$ cat src/rtl/lorenz_pkg.sv
// Shared definitions for the sequential Lorenz Euler solver: default fixed-point
// format, saturation bounds and the solver FSM state encoding.
package lorenz_pkg;

  localparam int DEF_WIDTH = 27;
  localparam int DEF_FRAC  = 20;

  localparam logic signed [DEF_WIDTH-1:0] ONE     = 27'sh0100000;
  localparam logic signed [DEF_WIDTH-1:0] SAT_MAX = 27'sh3FFFFFF;
  localparam logic signed [DEF_WIDTH-1:0] SAT_MIN = 27'sh4000000;

  typedef enum logic [2:0] {
    S_IDLE = 3'd0,
    S_LOAD = 3'd1,
    S_MUL  = 3'd2,
    S_UPD  = 3'd3,
    S_HOLD = 3'd4,
    S_DONE = 3'd5
  } state_e;

endpackage

$ cat src/rtl/lorenz_solver_seq_fixed_mul_sat.sv
// Combinational signed fixed-point multiply: full-width product, rescale by FRAC,
// then either clamp to the signed range or keep the sign bit plus low result bits.
module fixed_mul_sat
  import lorenz_pkg::*;
#(
  parameter int WIDTH    = DEF_WIDTH,
  parameter int FRAC     = DEF_FRAC,
  parameter int SATURATE = 1
) (
  input  logic [WIDTH-1:0] a_i,
  input  logic [WIDTH-1:0] b_i,
  output logic [WIDTH-1:0] p_o
);

  localparam logic signed [2*WIDTH-1:0] MAX_X = {{(WIDTH+1){1'b0}}, {(WIDTH-1){1'b1}}};
  localparam logic signed [2*WIDTH-1:0] MIN_X = {{(WIDTH+1){1'b1}}, {(WIDTH-1){1'b0}}};
  localparam logic [WIDTH-1:0] MAX_W = {1'b0, {(WIDTH-1){1'b1}}};
  localparam logic [WIDTH-1:0] MIN_W = {1'b1, {(WIDTH-1){1'b0}}};

  logic signed [2*WIDTH-1:0] a_ext_s;
  logic signed [2*WIDTH-1:0] b_ext_s;
  logic signed [2*WIDTH-1:0] full_s;
  logic signed [2*WIDTH-1:0] shr_s;

  // product, rescale and range handling
  always_comb begin
    a_ext_s = {{WIDTH{a_i[WIDTH-1]}}, a_i};
    b_ext_s = {{WIDTH{b_i[WIDTH-1]}}, b_i};
    full_s  = a_ext_s * b_ext_s;
    shr_s   = full_s >>> FRAC;
    p_o     = shr_s[WIDTH-1:0];
    if (SATURATE != 0) begin
      if (shr_s > MAX_X) begin
        p_o = MAX_W;
      end else if (shr_s < MIN_X) begin
        p_o = MIN_W;
      end else begin
        p_o = shr_s[WIDTH-1:0];
      end
    end else begin
      p_o = {full_s[2*WIDTH-1], full_s[WIDTH-2+FRAC:FRAC]};
    end
  end

endmodule

$ cat src/rtl/lorenz_solver_seq.sv
// Sequential Lorenz Euler integrator: one shared multiplier produces seven
// products per step, followed by a single simultaneous x/y/z update.
module lorenz_solver_seq
  import lorenz_pkg::*;
#(
  parameter int WIDTH    = DEF_WIDTH,
  parameter int FRAC     = DEF_FRAC,
  parameter int CNT_W    = 16,
  parameter int SATURATE = 1
) (
  input  logic             clk,
  input  logic             reset,
  input  logic             start,
  input  logic             pause,
  input  logic [CNT_W-1:0] num_steps,
  input  logic [WIDTH-1:0] dt,
  input  logic [WIDTH-1:0] sigma,
  input  logic [WIDTH-1:0] beta,
  input  logic [WIDTH-1:0] rho,
  input  logic [WIDTH-1:0] init_x,
  input  logic [WIDTH-1:0] init_y,
  input  logic [WIDTH-1:0] init_z,
  output logic [WIDTH-1:0] x,
  output logic [WIDTH-1:0] y,
  output logic [WIDTH-1:0] z,
  output logic             out_valid,
  output logic [CNT_W-1:0] step_count,
  output logic             busy,
  output logic             done
);

  localparam logic [WIDTH-1:0] SMAX   = {1'b0, {(WIDTH-1){1'b1}}};
  localparam logic [WIDTH-1:0] SMIN   = {1'b1, {(WIDTH-1){1'b0}}};
  localparam logic [WIDTH-1:0] ZERO_W = {WIDTH{1'b0}};
  localparam logic [CNT_W-1:0] ZERO_C = {CNT_W{1'b0}};

  // Sign-extended add/subtract; overflow is clamped only when SATURATE is set.
  function automatic logic [WIDTH-1:0] fx_add(input logic [WIDTH-1:0] a,
                                               input logic [WIDTH-1:0] b,
                                               input logic             neg);
    logic [WIDTH:0] ae;
    logic [WIDTH:0] be;
    logic [WIDTH:0] s;
    ae = {a[WIDTH-1], a};
    be = {b[WIDTH-1], b};
    s  = neg ? (ae - be) : (ae + be);
    if ((SATURATE != 0) && (s[WIDTH] != s[WIDTH-1])) begin
      fx_add = s[WIDTH] ? SMIN : SMAX;
    end else begin
      fx_add = s[WIDTH-1:0];
    end
  endfunction

  state_e           state_q;
  logic [2:0]       phase_q;
  logic [WIDTH-1:0] x_q, y_q, z_q;
  logic [WIDTH-1:0] dt_q, sigma_q, beta_q, rho_q;
  logic [CNT_W-1:0] nsteps_q, cnt_q, cnt_d;
  logic [WIDTH-1:0] p_q [7];
  logic             out_valid_q, busy_q, done_q;
  logic [WIDTH-1:0] mul_a_s, mul_b_s, mul_p_s;

  assign cnt_d = cnt_q + {{(CNT_W-1){1'b0}}, 1'b1};

  // operand selection for the shared multiplier, one product per phase
  always_comb begin
    mul_a_s = ZERO_W;
    mul_b_s = ZERO_W;
    case (phase_q)
      3'd0: begin mul_a_s = sigma_q;                       mul_b_s = fx_add(y_q, x_q, 1'b1); end
      3'd1: begin mul_a_s = p_q[0];                        mul_b_s = dt_q;                   end
      3'd2: begin mul_a_s = x_q;                           mul_b_s = fx_add(rho_q, z_q, 1'b1); end
      3'd3: begin mul_a_s = fx_add(p_q[2], y_q, 1'b1);     mul_b_s = dt_q;                   end
      3'd4: begin mul_a_s = x_q;                           mul_b_s = y_q;                    end
      3'd5: begin mul_a_s = beta_q;                        mul_b_s = z_q;                    end
      3'd6: begin mul_a_s = fx_add(p_q[4], p_q[5], 1'b1);  mul_b_s = dt_q;                   end
      default: begin mul_a_s = ZERO_W;                     mul_b_s = ZERO_W;                 end
    endcase
  end

  fixed_mul_sat #(
    .WIDTH   (WIDTH),
    .FRAC    (FRAC),
    .SATURATE(SATURATE)
  ) u_mul (
    .a_i(mul_a_s),
    .b_i(mul_b_s),
    .p_o(mul_p_s)
  );

  // solver FSM with registered status outputs
  always_ff @(posedge clk) begin
    if (reset) begin
      state_q     <= S_IDLE;
      phase_q     <= 3'd0;
      x_q         <= ZERO_W;
      y_q         <= ZERO_W;
      z_q         <= ZERO_W;
      dt_q        <= ZERO_W;
      sigma_q     <= ZERO_W;
      beta_q      <= ZERO_W;
      rho_q       <= ZERO_W;
      nsteps_q    <= ZERO_C;
      cnt_q       <= ZERO_C;
      out_valid_q <= 1'b0;
      busy_q      <= 1'b0;
      done_q      <= 1'b0;
      for (int i = 0; i < 7; i++) begin
        p_q[i] <= ZERO_W;
      end
    end else begin
      out_valid_q <= 1'b0;
      case (state_q)
        S_IDLE, S_DONE: begin
          if (start) begin
            state_q <= S_LOAD;
            busy_q  <= 1'b1;
            done_q  <= 1'b0;
          end
        end
        S_LOAD: begin
          x_q      <= init_x;
          y_q      <= init_y;
          z_q      <= init_z;
          dt_q     <= dt;
          sigma_q  <= sigma;
          beta_q   <= beta;
          rho_q    <= rho;
          nsteps_q <= num_steps;
          cnt_q    <= ZERO_C;
          phase_q  <= 3'd0;
          state_q  <= S_MUL;
        end
        S_MUL: begin
          case (phase_q)
            3'd0:    p_q[0] <= mul_p_s;
            3'd1:    p_q[1] <= mul_p_s;
            3'd2:    p_q[2] <= mul_p_s;
            3'd3:    p_q[3] <= mul_p_s;
            3'd4:    p_q[4] <= mul_p_s;
            3'd5:    p_q[5] <= mul_p_s;
            3'd6:    p_q[6] <= mul_p_s;
            default: p_q[0] <= p_q[0];
          endcase
          if (phase_q == 3'd6) begin
            phase_q <= 3'd0;
            state_q <= S_UPD;
          end else begin
            phase_q <= phase_q + 3'd1;
          end
        end
        S_UPD: begin
          x_q         <= fx_add(x_q, p_q[1], 1'b0);
          y_q         <= fx_add(y_q, p_q[3], 1'b0);
          z_q         <= fx_add(z_q, p_q[6], 1'b0);
          cnt_q       <= cnt_d;
          out_valid_q <= 1'b1;
          if ((nsteps_q != ZERO_C) && (cnt_d == nsteps_q)) begin
            state_q <= S_DONE;
            busy_q  <= 1'b0;
            done_q  <= 1'b1;
          end else if (pause) begin
            state_q <= S_HOLD;
          end else begin
            phase_q <= 3'd0;
            state_q <= S_MUL;
          end
        end
        S_HOLD: begin
          if (!pause) begin
            phase_q <= 3'd0;
            state_q <= S_MUL;
          end
        end
        default: begin
          state_q <= S_IDLE;
          busy_q  <= 1'b0;
          done_q  <= 1'b0;
        end
      endcase
    end
  end

  assign x          = x_q;
  assign y          = y_q;
  assign z          = z_q;
  assign out_valid  = out_valid_q;
  assign step_count = cnt_q;
  assign busy       = busy_q;
  assign done       = done_q;

endmodule

$ cat config.mk
export PLATFORM = sky130hd
export DESIGN_NAME = lorenz_solver_seq
export DESIGN_NICKNAME = d
export VERILOG_FILES = /design/src/rtl/lorenz_pkg.sv /design/src/rtl/lorenz_solver_seq_fixed_mul_sat.sv /design/src/rtl/lorenz_solver_seq.sv
export SDC_FILE = /design/constraint.sdc
export NUM_CORES = 2
export LEC_CHECK = 0
export CORE_UTILIZATION = 40
export CTS_CLUSTER_DIAMETER = 120
export CTS_CLUSTER_SIZE = 40
export DETAILED_ROUTE_END_ITERATION = 16
export GPL_TIMING_DRIVEN = 0
export SETUP_SLACK_MARGIN = 0.1
export SLEW_MARGIN = 0
export SYNTH_ARGS = -nofsm -noshare
export SYNTH_HDL_FRONTEND = slang
export SYNTH_SLANG_ARGS = --single-unit
$ cat constraint.sdc
create_clock -name clk -period 14.5 [get_ports clk]
set_input_delay 2.9 -clock clk [delete_from_list [all_inputs] [get_ports clk]]
set_output_delay 2.9 -clock clk [all_outputs]
set_load 0.02 [all_outputs]
==> key figures <==
Status
  • Run status: complete, but fails checks
  • Failing checks: capacitance limit, slew limit

Finish
  • Area delta synth->final: 14.7%
  • Final core utilization: 46.4%
  • Layout cells sized above 1: 6.55%
  • Commonest non-fill, non-tap cell in the layout: inv_1
  • Final nets: 8,269
  • Most frequent cells in the layout: inv_1, nand2_1, fa_1, nor2_1, a21oi_1

Yosys
  • Register area share after synthesis: 18.2%
  • Syn_nets: 7,859
  • Number of synthesized register bits: 419
  • Number of flops mapped to enable cells by yosys: 162
  • Cell area after synthesis: 54,900 µm²
  • Synth Warn #: 0
  • Count of cell types in the netlist: 89
  • Post-synth top flop: dfxtp_1
  • Synth Instances: 6,531
  • Ys async rst share: 0%
  • Syn avg cell area: 8.41 µm²

Setup path
  • RR Endpoint: p_q[2][22]$_SDFFCE_PN0P_
  • Critical path class: flip-flop to flip-flop
  • CP Launch Type: flip-flop
  • Max FO, Critical Path: 10
  • Crit path top cell by count: fa_1
  • Crit path largest cell delay: 0.55 ns
  • CP max stage cell: fa_1
  • R2r setup slk: 0.36 ns
  • R2R cell count: 54
  • Crit Reg-Reg Startpoint: y[1]$_SDFFE_PP0P_
  • CP arrival: 14.47 ns
  • Crit path capture type: flip-flop
  • Crit path to: p_q[2][22]$_SDFFCE_PN0P_
  • CP Launch Point: y[1]$_SDFFE_PP0P_
  • Worst path required time: 14.83 ns

Floorplan
  • Row count: 135
  • I/O pin total: 309
  • Chip height: 373 µm
  • Starting Density: 40.5%
  • Core area: 136,000 µm²
  • Die area: 139,000 µm²
  • Die width: 373 µm

Clock tree
  • Clk slew on worst S/H paths: 0.15 ns
  • TritonCTS buffer count: 15
  • Root Driver: clkbuf_16
  • CTS tree: done
  • # clock sinks: 419
  • CTS Buffer Depth: 3
  • H-tree depth: 1
  • Skew-Pair Late Insertion Delay: 0.61 ns
  • Hold_buf cts: 0

Global routing
  • Antenna violations before repair: 12
  • Pin count of the biggest net entering global routing: 42
  • Grt total ovfl: 0
  • First-pass GRT wire length: 342 mm
  • Tot GR Track Use: 33.8%
  • Vias in the first global route: 49,482

STA
  • Rel. slew slack: -0.910%
  • Final Hold Viols: 0
  • Final setup violation count: 0
  • Crit share post-route: 97.5%
  • Worst Max-Slew Pin Slew: 1.50 ns
  • RSZ-0062 raised after global routing: true
  • Slew Limit Fails: 6
  • Fmax: 70.7 MHz
  • Setup Skew: 0.0456 ns
  • Tmin final: 14.14 ns

Detailed routing
  • Vias per Instance: 5.87
  • Wirelength per Cell: 27.4 µm
  • Drt drc: 0
  • Final ANT Viol Nets: 0
  • First-pass DRT Iterations: 8
  • 1st-iter DRT viols: 6,198
  • Vias: 51,280
  • Final WL: 239 mm

Placement
  • Number of port buffers: 307
  • Dpl hpwl: 200 mm
  • Routability congestion estimate from global placement: 1.03

Job
  • Max Cap Viol: 1

Min path
  • Hold WC Path Type: flip-flop to flip-flop
[area by class of cell]
type	instances	area, µm²
Clock inverter	5	88.8
Timing Repair Buffer	408	4100
Buffer	327	1640
Sequential cell	419	10000
Multi-Input combinational cell	4667	40400
Inverter	1103	4160
Clock buffer	19	390
Tap cell	1781	2230
Fill cell	13516	72800
Antenna cell	6	15.0
[worst min path at each step]
| stage | from | cells past startpoint | slack (ns) | end |
|---|---|---|---|---|
| 2_1_floorplan | sigma_q[0]$_SDFFE_PP0N_ | 2 | 0.44 | sigma_q[0]$_SDFFE_PP0N_ |
| 3_3_place_gp | dt_q[6]$_SDFFE_PP0N_ | 2 | 0.44 | dt_q[6]$_SDFFE_PP0N_ |
| 3_5_place_dp | beta_q[12]$_SDFFE_PP0N_ | 2 | 0.45 | beta_q[12]$_SDFFE_PP0N_ |
| 4_1_cts | beta_q[12]$_SDFFE_PP0N_ | 2 | 0.47 | beta_q[12]$_SDFFE_PP0N_ |
| 5_1_grt | beta_q[14]$_SDFFE_PP0N_ | 2 | 0.49 | beta_q[14]$_SDFFE_PP0N_ |
| 6_report | beta_q[3]$_SDFFE_PP0N_ | 2 | 0.47 | beta_q[3]$_SDFFE_PP0N_ |
[logic make-up after synthesis]
family	count (synthesis)	share of synthesized area [%]
multiplexers	40	0.740
AND/OR/NAND/NOR	1805	14.1
buffers and inverters	1446	10.1
adder cells (fa/ha/maj)	1125	36.1
XOR/XNOR	217	3.49
AO/OA/AOI/OAI	1479	17.3
flip-flops	419	18.2
[cell usage after synthesis, types with 42 or more instances]
library cell	n	area share, %
nor3_1	63	0.57
a31oi_1	42	0.48
nor2b_1	44	0.50
nor2_1	479	3.3
nand4_1	45	0.51
nand3_1	58	0.53
nand2b_1	51	0.58
xor2_1	70	1.1
inv_1	1102	7.5
fa_1	768	28
nand2_1	908	6.2
xnor2_1	146	2.3
ha_1	351	8.0
dfxtp_1	257	9.4
edfxtp_1	162	8.9
a21o_1	135	1.8
a21oi_1	460	4.2
o31ai_1	162	2.2
clkbuf_1	292	2.0
o21bai_1	45	0.61
o21ai_0	320	2.9
[per-layer routing]
metal | GRT usage, % | share of wire, %
met5 | 0 | 0.030
met4 | 14.4 | 5.4
met3 | 8.05 | 11
met2 | 50.2 | 42
met1 | 47.0 | 41
[critical path, delay by kind of cell, from the launching register on]
family / cells / cell delay, ns
AO/OA/AOI/OAI: 22 / 5.26
XOR/XNOR: 1 / 0.16
adder cells (fa/ha/maj): 10 / 4.73
buffers and inverters: 13 / 2.14
flip-flops: 1 / 0.50
AND/OR/NAND/NOR: 8 / 1.01
[state kept, by name, summed over array words and instances, names as in the netlist]
register / flops
out_valid: 1
beta_q: 27
p_q: 189
nsteps_q: 16
z: 27
step_count: 16
done: 1
dt_q: 27
rho_q: 27
x: 27
sigma_q: 27
state_q: 3
y: 27
phase_q: 3
busy: 1
[through the flow]
stage | area (µm²) | hold WS (ns) | setup slack, ns | setup TNS, ns | instances
6_report | 63000 | 0.470 | 0.358 | 0 | 8735
5_1_grt | 63000 | 0.488 | 0.0903 | 0 | 8729
4_1_cts | 62300 | 0.467 | 0.112 | 0 | 8695
3_5_place_dp | 61100 | 0.447 | -3.52 | -623.24 | 8659
3_3_place_gp | 60200 | 0.443 | -5.80 | -1025.56 | 8619
2_1_floorplan | 54900 | 0.436 | 1.00 | 0 | 6531
[timing repair]
item / 4_1_cts / 5_1_grt
gates resized for setup: 196 / 219
gates cloned: 1 / 0
setup endpoints to repair: 189 / 189
pin swaps: 10 / 20
buffers inserted: 21 / 39
Power is not shown: default switching activity piles up to over one toggle a cycle in this logic, so the estimate is an artifact.
